===== config.mk =====
export PLATFORM = sky130hd
export DESIGN_NAME = sram_arbiter
export DESIGN_NICKNAME = d
export VERILOG_FILES = /design/src/rtl/sram_arbiter_pkg.sv /design/src/rtl/sram_arbiter_sat_counter.sv /design/src/rtl/sram_arbiter.sv
export SDC_FILE = /design/constraint.sdc
export NUM_CORES = 1
export LEC_CHECK = 0
export BUFFER_PORTS_ARGS = -buffer_cell sky130_fd_sc_hd__buf_4
export CAP_MARGIN = 20
export CELL_PAD_IN_SITES_DETAIL_PLACEMENT = 1
export CELL_PAD_IN_SITES_GLOBAL_PLACEMENT = 2
export CORE_UTILIZATION = 13
export CTS_BUF_LIST = sky130_fd_sc_hd__clkbuf_8 sky130_fd_sc_hd__clkbuf_16
export DETAILED_ROUTE_END_ITERATION = 6
export GPL_TIMING_DRIVEN = 0
export HOLD_SLACK_MARGIN = 0.06
export PLACE_DENSITY = 0.83
export RECOVER_POWER = 100
export SYNTH_ARGS = -nofsm -noshare
export SYNTH_HDL_FRONTEND = slang
export SYNTH_SLANG_ARGS = --single-unit

===== constraint.sdc =====
create_clock -name clk -period 4.65 [get_ports clk]
set_clock_uncertainty 0.2 [all_clocks]
set_input_delay 0.93 -clock clk [delete_from_list [all_inputs] [get_ports clk]]
set_output_delay 0.93 -clock clk [all_outputs]
set_load 0.005 [all_outputs]

===== src/rtl/sram_arbiter_pkg.sv =====
// Shared types and defaults for the two-master SRAM arbiter.
package sram_arbiter_pkg;

    localparam int unsigned CntW        = 4;
    localparam int unsigned DefMaxWait  = 4;
    localparam int unsigned DefMaxBurst = 8;

    typedef enum logic [1:0] {
        OwnerNone = 2'd0,
        OwnerCpu  = 2'd1,
        OwnerDma  = 2'd2
    } owner_e;

endpackage


===== src/rtl/sram_arbiter_sat_counter.sv =====
// Saturating up-counter with synchronous clear; used for DMA wait and burst tracking.
module sram_arbiter_sat_counter #(
    parameter int unsigned WIDTH = 4,
    parameter int unsigned MAX   = 4
) (
    input  logic             clk_i,
    input  logic             rst_i,
    input  logic             inc_i,
    input  logic             clr_i,
    output logic [WIDTH-1:0] value_o,
    output logic             at_max_o
);

    logic [WIDTH-1:0] value_q, value_d;

    assign at_max_o = (value_q == WIDTH'(MAX));
    assign value_o  = value_q;

    always_comb begin
        value_d = value_q;
        if (clr_i) begin
            value_d = '0;
        end else if (inc_i && !at_max_o) begin
            value_d = value_q + 1'b1;
        end
    end

    always_ff @(posedge clk_i or posedge rst_i) begin
        if (rst_i) begin
            value_q <= '0;
        end else begin
            value_q <= value_d;
        end
    end

endmodule


===== src/rtl/sram_arbiter.sv =====
// CPU/DMA arbiter for a single-port SRAM: CPU priority with DMA starvation and burst-lock bounds.
module sram_arbiter
    import sram_arbiter_pkg::*;
#(
    parameter int unsigned ADDR_W    = 16,
    parameter int unsigned DATA_W    = 32,
    parameter int unsigned MAX_WAIT  = DefMaxWait,
    parameter int unsigned MAX_BURST = DefMaxBurst
) (
    input  logic              clk,
    input  logic              reset,
    input  logic              cpu_req,
    input  logic              cpu_we,
    input  logic [ADDR_W-1:0] cpu_addr,
    input  logic [DATA_W-1:0] cpu_wdata,
    output logic              cpu_gnt,
    output logic              cpu_rvalid,
    output logic [DATA_W-1:0] cpu_rdata,
    input  logic              dma_req,
    input  logic              dma_we,
    input  logic [ADDR_W-1:0] dma_addr,
    input  logic [DATA_W-1:0] dma_wdata,
    input  logic              dma_lock,
    output logic              dma_gnt,
    output logic              dma_rvalid,
    output logic [DATA_W-1:0] dma_rdata,
    output logic [ADDR_W-1:0] sram_ADDR,
    output logic [DATA_W-1:0] sram_DI,
    output logic              sram_EN,
    output logic              sram_WE,
    input  logic [DATA_W-1:0] sram_DO
);

    logic [CntW-1:0] wait_cnt, burst_cnt;
    logic            wait_at_max, burst_at_max;
    logic            lock_own_q, lock_own_d;
    owner_e          rd_owner_q, rd_owner_d;

    // Grant selection; DMA override only when starved or holding an unexhausted lock.
    always_comb begin
        cpu_gnt = 1'b0;
        dma_gnt = 1'b0;
        if (!reset) begin
            if (dma_req && (wait_at_max || (lock_own_q && !burst_at_max))) begin
                dma_gnt = 1'b1;
            end else if (cpu_req) begin
                cpu_gnt = 1'b1;
            end else if (dma_req) begin
                dma_gnt = 1'b1;
            end
        end
    end

    always_comb begin
        sram_EN   = cpu_gnt | dma_gnt;
        sram_WE   = 1'b0;
        sram_ADDR = '0;
        sram_DI   = '0;
        if (cpu_gnt) begin
            sram_WE   = cpu_we;
            sram_ADDR = cpu_addr;
            sram_DI   = cpu_wdata;
        end else if (dma_gnt) begin
            sram_WE   = dma_we;
            sram_ADDR = dma_addr;
            sram_DI   = dma_wdata;
        end
    end

    always_comb begin
        lock_own_d = lock_own_q;
        if (dma_gnt) begin
            lock_own_d = dma_lock;
        end else if (cpu_gnt || !dma_req) begin
            lock_own_d = 1'b0;
        end
    end

    always_comb begin
        rd_owner_d = OwnerNone;
        if (cpu_gnt && !cpu_we) begin
            rd_owner_d = OwnerCpu;
        end else if (dma_gnt && !dma_we) begin
            rd_owner_d = OwnerDma;
        end
    end

    always_ff @(posedge clk or posedge reset) begin
        if (reset) begin
            lock_own_q <= 1'b0;
            rd_owner_q <= OwnerNone;
        end else begin
            lock_own_q <= lock_own_d;
            rd_owner_q <= rd_owner_d;
        end
    end

    always_comb begin
        cpu_rvalid = (rd_owner_q == OwnerCpu);
        dma_rvalid = (rd_owner_q == OwnerDma);
        cpu_rdata  = cpu_rvalid ? sram_DO : '0;
        dma_rdata  = dma_rvalid ? sram_DO : '0;
    end

    sram_arbiter_sat_counter #(
        .WIDTH(CntW),
        .MAX  (MAX_WAIT)
    ) u_wait_cnt (
        .clk_i   (clk),
        .rst_i   (reset),
        .inc_i   (dma_req && !dma_gnt),
        .clr_i   (!dma_req || dma_gnt),
        .value_o (wait_cnt),
        .at_max_o(wait_at_max)
    );

    // Burst only counts while the CPU is actually being held off.
    sram_arbiter_sat_counter #(
        .WIDTH(CntW),
        .MAX  (MAX_BURST)
    ) u_burst_cnt (
        .clk_i   (clk),
        .rst_i   (reset),
        .inc_i   (dma_gnt && dma_lock && cpu_req),
        .clr_i   (!lock_own_d),
        .value_o (burst_cnt),
        .at_max_o(burst_at_max)
    );

    sat_a : assert property (@(posedge clk) disable iff (reset)
        (wait_cnt <= CntW'(MAX_WAIT)) && (burst_cnt <= CntW'(MAX_BURST)));

endmodule


==> flow_summary.yaml <==
power_and_ir_drop:
  swShare_pct: 28.2
  power_leakage_nw: 1.94
  combPwrFrac_pct: 49.9
  switchingPower_mw: 0.145
  power_density_nw_per_um2: 137
  p_clk_share_pct: 30.0
  peakVddDrop_mv: 0.0805
  cell_internal_pwr_mw: 0.370
  finalPower_mw: 0.515
  p_seq_share_pct: 20.1
clock_tree:
  clk_latency_ps: 240
  cts_buffers: 3
  cts_root_buf: "clkbuf_16"
  cts_hold_buf: 0
  clk_path_buf_depth: 2
  path_clk_slew_ps: 40
  post_cts.repair.setup_buffers: 0
  ctsResizeCount: 0
  cts_sinks: 11
  cts_tree: "done"
  htree_num_levels: 1
setup_path:
  endpoint_kind: "output port"
  r2r_cells: 8
  crit_type: "in -> out"
  cp_max_fo: 10
  cp.arrival_ps: 2740
  worst_ep_required_time_ps: 3520
  critPathLaunchType: "input port"
timing:
  rsz0062_at_grt: "false"
  timing.final.crit_share_pct: 83.2
  relSlewSlack_pct: 58.2
  fmax_ghz: 0.258
  hold_viol: 0
  fin_tns_setup_ps: 0
  worst_slew_pin_slew_ps: 626
  period_minus_slack_ps: 3870
  setup_ws_ps: 779
  setup_violations: 0
  finalMaxSlewViolations: 0
yosys:
  synth_simple_gate_area_share_pct: 37.1
  async_flop_share_pct: 100
  synthDistinctLibCells: 34
  synth-compound-area-share_pct: 33.1
  synth.area.top_cells: "a22o_1 25%, and2_1 25%, dfrtp_1 17%, buf_6 4.1%, ha_1 3.0%"
  synthAdderAreaFrac_pct: 3.03
  synthFlopType: "dfrtp_1"
  synth_top_family_by_area: "simple AND/OR/NAND/NOR gates"
  synth_area_sq_um: 1650
  ys_warn_count: 0
  synth-edff-count: 0
  synth_top_area_share_pct: 25.4
  synth_xor_xnor_area_share_pct: 0.530
  syn-instance-count: 203
  synth_top_cell_by_area: "a22o_1"
  yosysMostFrequentCell: "and2_1"
  ys_ff_latch: 11
  synthMuxAreaShare_pct: 0.606
  synth_common_cells: "66 x and2_1, 48 x a22o_1, 11 x dfrtp_1"
  syn_area_per_cell_sq_um: 8.14
  seq_area_frac_synth_pct: 16.7
  syn-num-nets: 342
die:
  die_h_microns: 115
  design.core.area_sq_um: 12200
  initial_core_util_pct: 13.5
  ios: 253
  rows: 40
  die_area_sq_um: 13200
  fp.dieW_microns: 115
global_routing:
  grt_busiest_layer: "met2"
  met2_usage_pct: 27.2
  overflow: 0
  grt_usage_pct: 13.8
  grt_pass1_wl_microns: 14100
  grt_pass1_vias: 2632
  antenna_found_initial: 1
  met1_usage_pct: 14.4
  grt_max_degree: 13
  grt_use_met3_pct: 4.53
placement:
  pre_cts_slack_ps: 997
  gp_congestion: 0.741
  hpwl_microns: 9060
  port_buffers: 252
finish:
  area_growth_pct: 128
  fillers: 1548
  num-nets-final: 599
  drive_gt1_share_pct: 55.6
detailed_routing:
  vias: 2594
  wire_per_inst_microns: 16.2
  postRouteAntennaNets: 0
  drc: 0
  drt-pass1-iter-count: 4
  initialDrtViolationCount: 103
  vias_per_cell: 4.13
  drt_wl_total_microns: 10200
worst_hold_path:
  hp-class: "reg -> reg"
  hold_depth: 2
run:
  cap_violations: 0
run_status:
  status: "complete, no violations"
-- layer usage --
layer	part of all wire, %	up-vias
li1	-	1245
met1	35	1204
met2	55	141
met3	10	4
met4	0.64	0
met5	0	-
-- flip-flops by register name, summed over array words and instances (netlist names) --
name	flops
lock_own_q	1
rd_owner_q	2
u_burst_cnt.value_o	4
u_wait_cnt.value_o	4
-- power groups by stage --
stage	Sequential [mW]	Clock [mW]	Combinational, mW
2_1_floorplan	0.104	0	0.0881
3_3_place_gp	0.104	0	0.264
3_5_place_dp	0.105	0	0.270
4_1_cts	0.104	0.157	0.271
5_1_grt	0.104	0.160	0.281
6_report	0.104	0.155	0.257
-- cells by family (layout without fill, tap and decap cells) --
kind of cell,count (synthesis),count (layout)
AND/OR/NAND/NOR,95,95
AO/OA/AOI/OAI,65,65
buffers and inverters,26,282
flip-flops,11,11
adder cells (fa/ha/maj),4,4
XOR/XNOR,1,1
multiplexers,1,1
other,0,1
-- through the flow --
| stage | util (%) | cell area [sq um] | hold WS [ps] | cells |
|---|---|---|---|---|
| 2_1_floorplan | - | 1650 | 332 | 203 |
| 3_3_place_gp | 30.7 | 3750 | 347 | 623 |
| 3_5_place_dp | 30.7 | 3750 | 376 | 623 |
| 4_1_cts | 31.4 | 3830 | 384 | 627 |
| 5_1_grt | 30.8 | 3760 | 418 | 627 |
| 6_report | 30.9 | 3770 | 397 | 628 |
-- worst max-delay path, cell delays in order --
cell and delay, ps:
buf_4 130, and2_0 230, a211o_1 380, and2_0 190, clkbuf_1 250, buf_6 220
a22o_1 260, clkbuf_4 140
-- layout by cell type (no fill, tap or decap), types with 2 or more instances in the layout --
master,instances
a21oi_1,5
o21ai_1,2
nor3_2,2
nor2b_1,4
inv_1,10
a31o_1,2
a22o_1,48
nand3_1,3
clkbuf_16,3
clkbuf_4,56
buf_2,4
clkbuf_1,22
o21ai_0,3
nor3_1,4
ha_1,4
and2_1,23
dfrtp_1,11
nand2b_1,2
buf_4,182
and2_0,44
and3_1,2
buf_6,5
nand2_1,4
-- worst paths after layout --
kind | to | slack, ps | from
min in group asynchronous | lock_own_q | 650 | reset
max in group asynchronous | rd_owner_q[1] | 3270 | reset
setup / recovery | sram_DI[5] | 780 | dma_req
hold / removal | u_burst_cnt.value_o[0] | 400 | u_burst_cnt.value_o[0]
setup reg to reg | rd_owner_q[1] | 2190 | u_wait_cnt.value_o[0]
hold reg to reg | u_burst_cnt.value_o[0] | 400 | u_burst_cnt.value_o[0]
-- layout make-up --
class	count	area, sq um	area share (%)
inverters	9	33.8	0.897
repair buffers	252	1840	48.8
well taps	168	210	5.58
flip-flops and latches	11	275	7.31
clock inverters	1	3.75	0.0996
plain buffers	17	106	2.82
diodes	1	2.50	0.0664
multi-input cells	166	1220	32.4
clock buffers	3	75.1	1.99
Power figures use the tool's default switching activity.
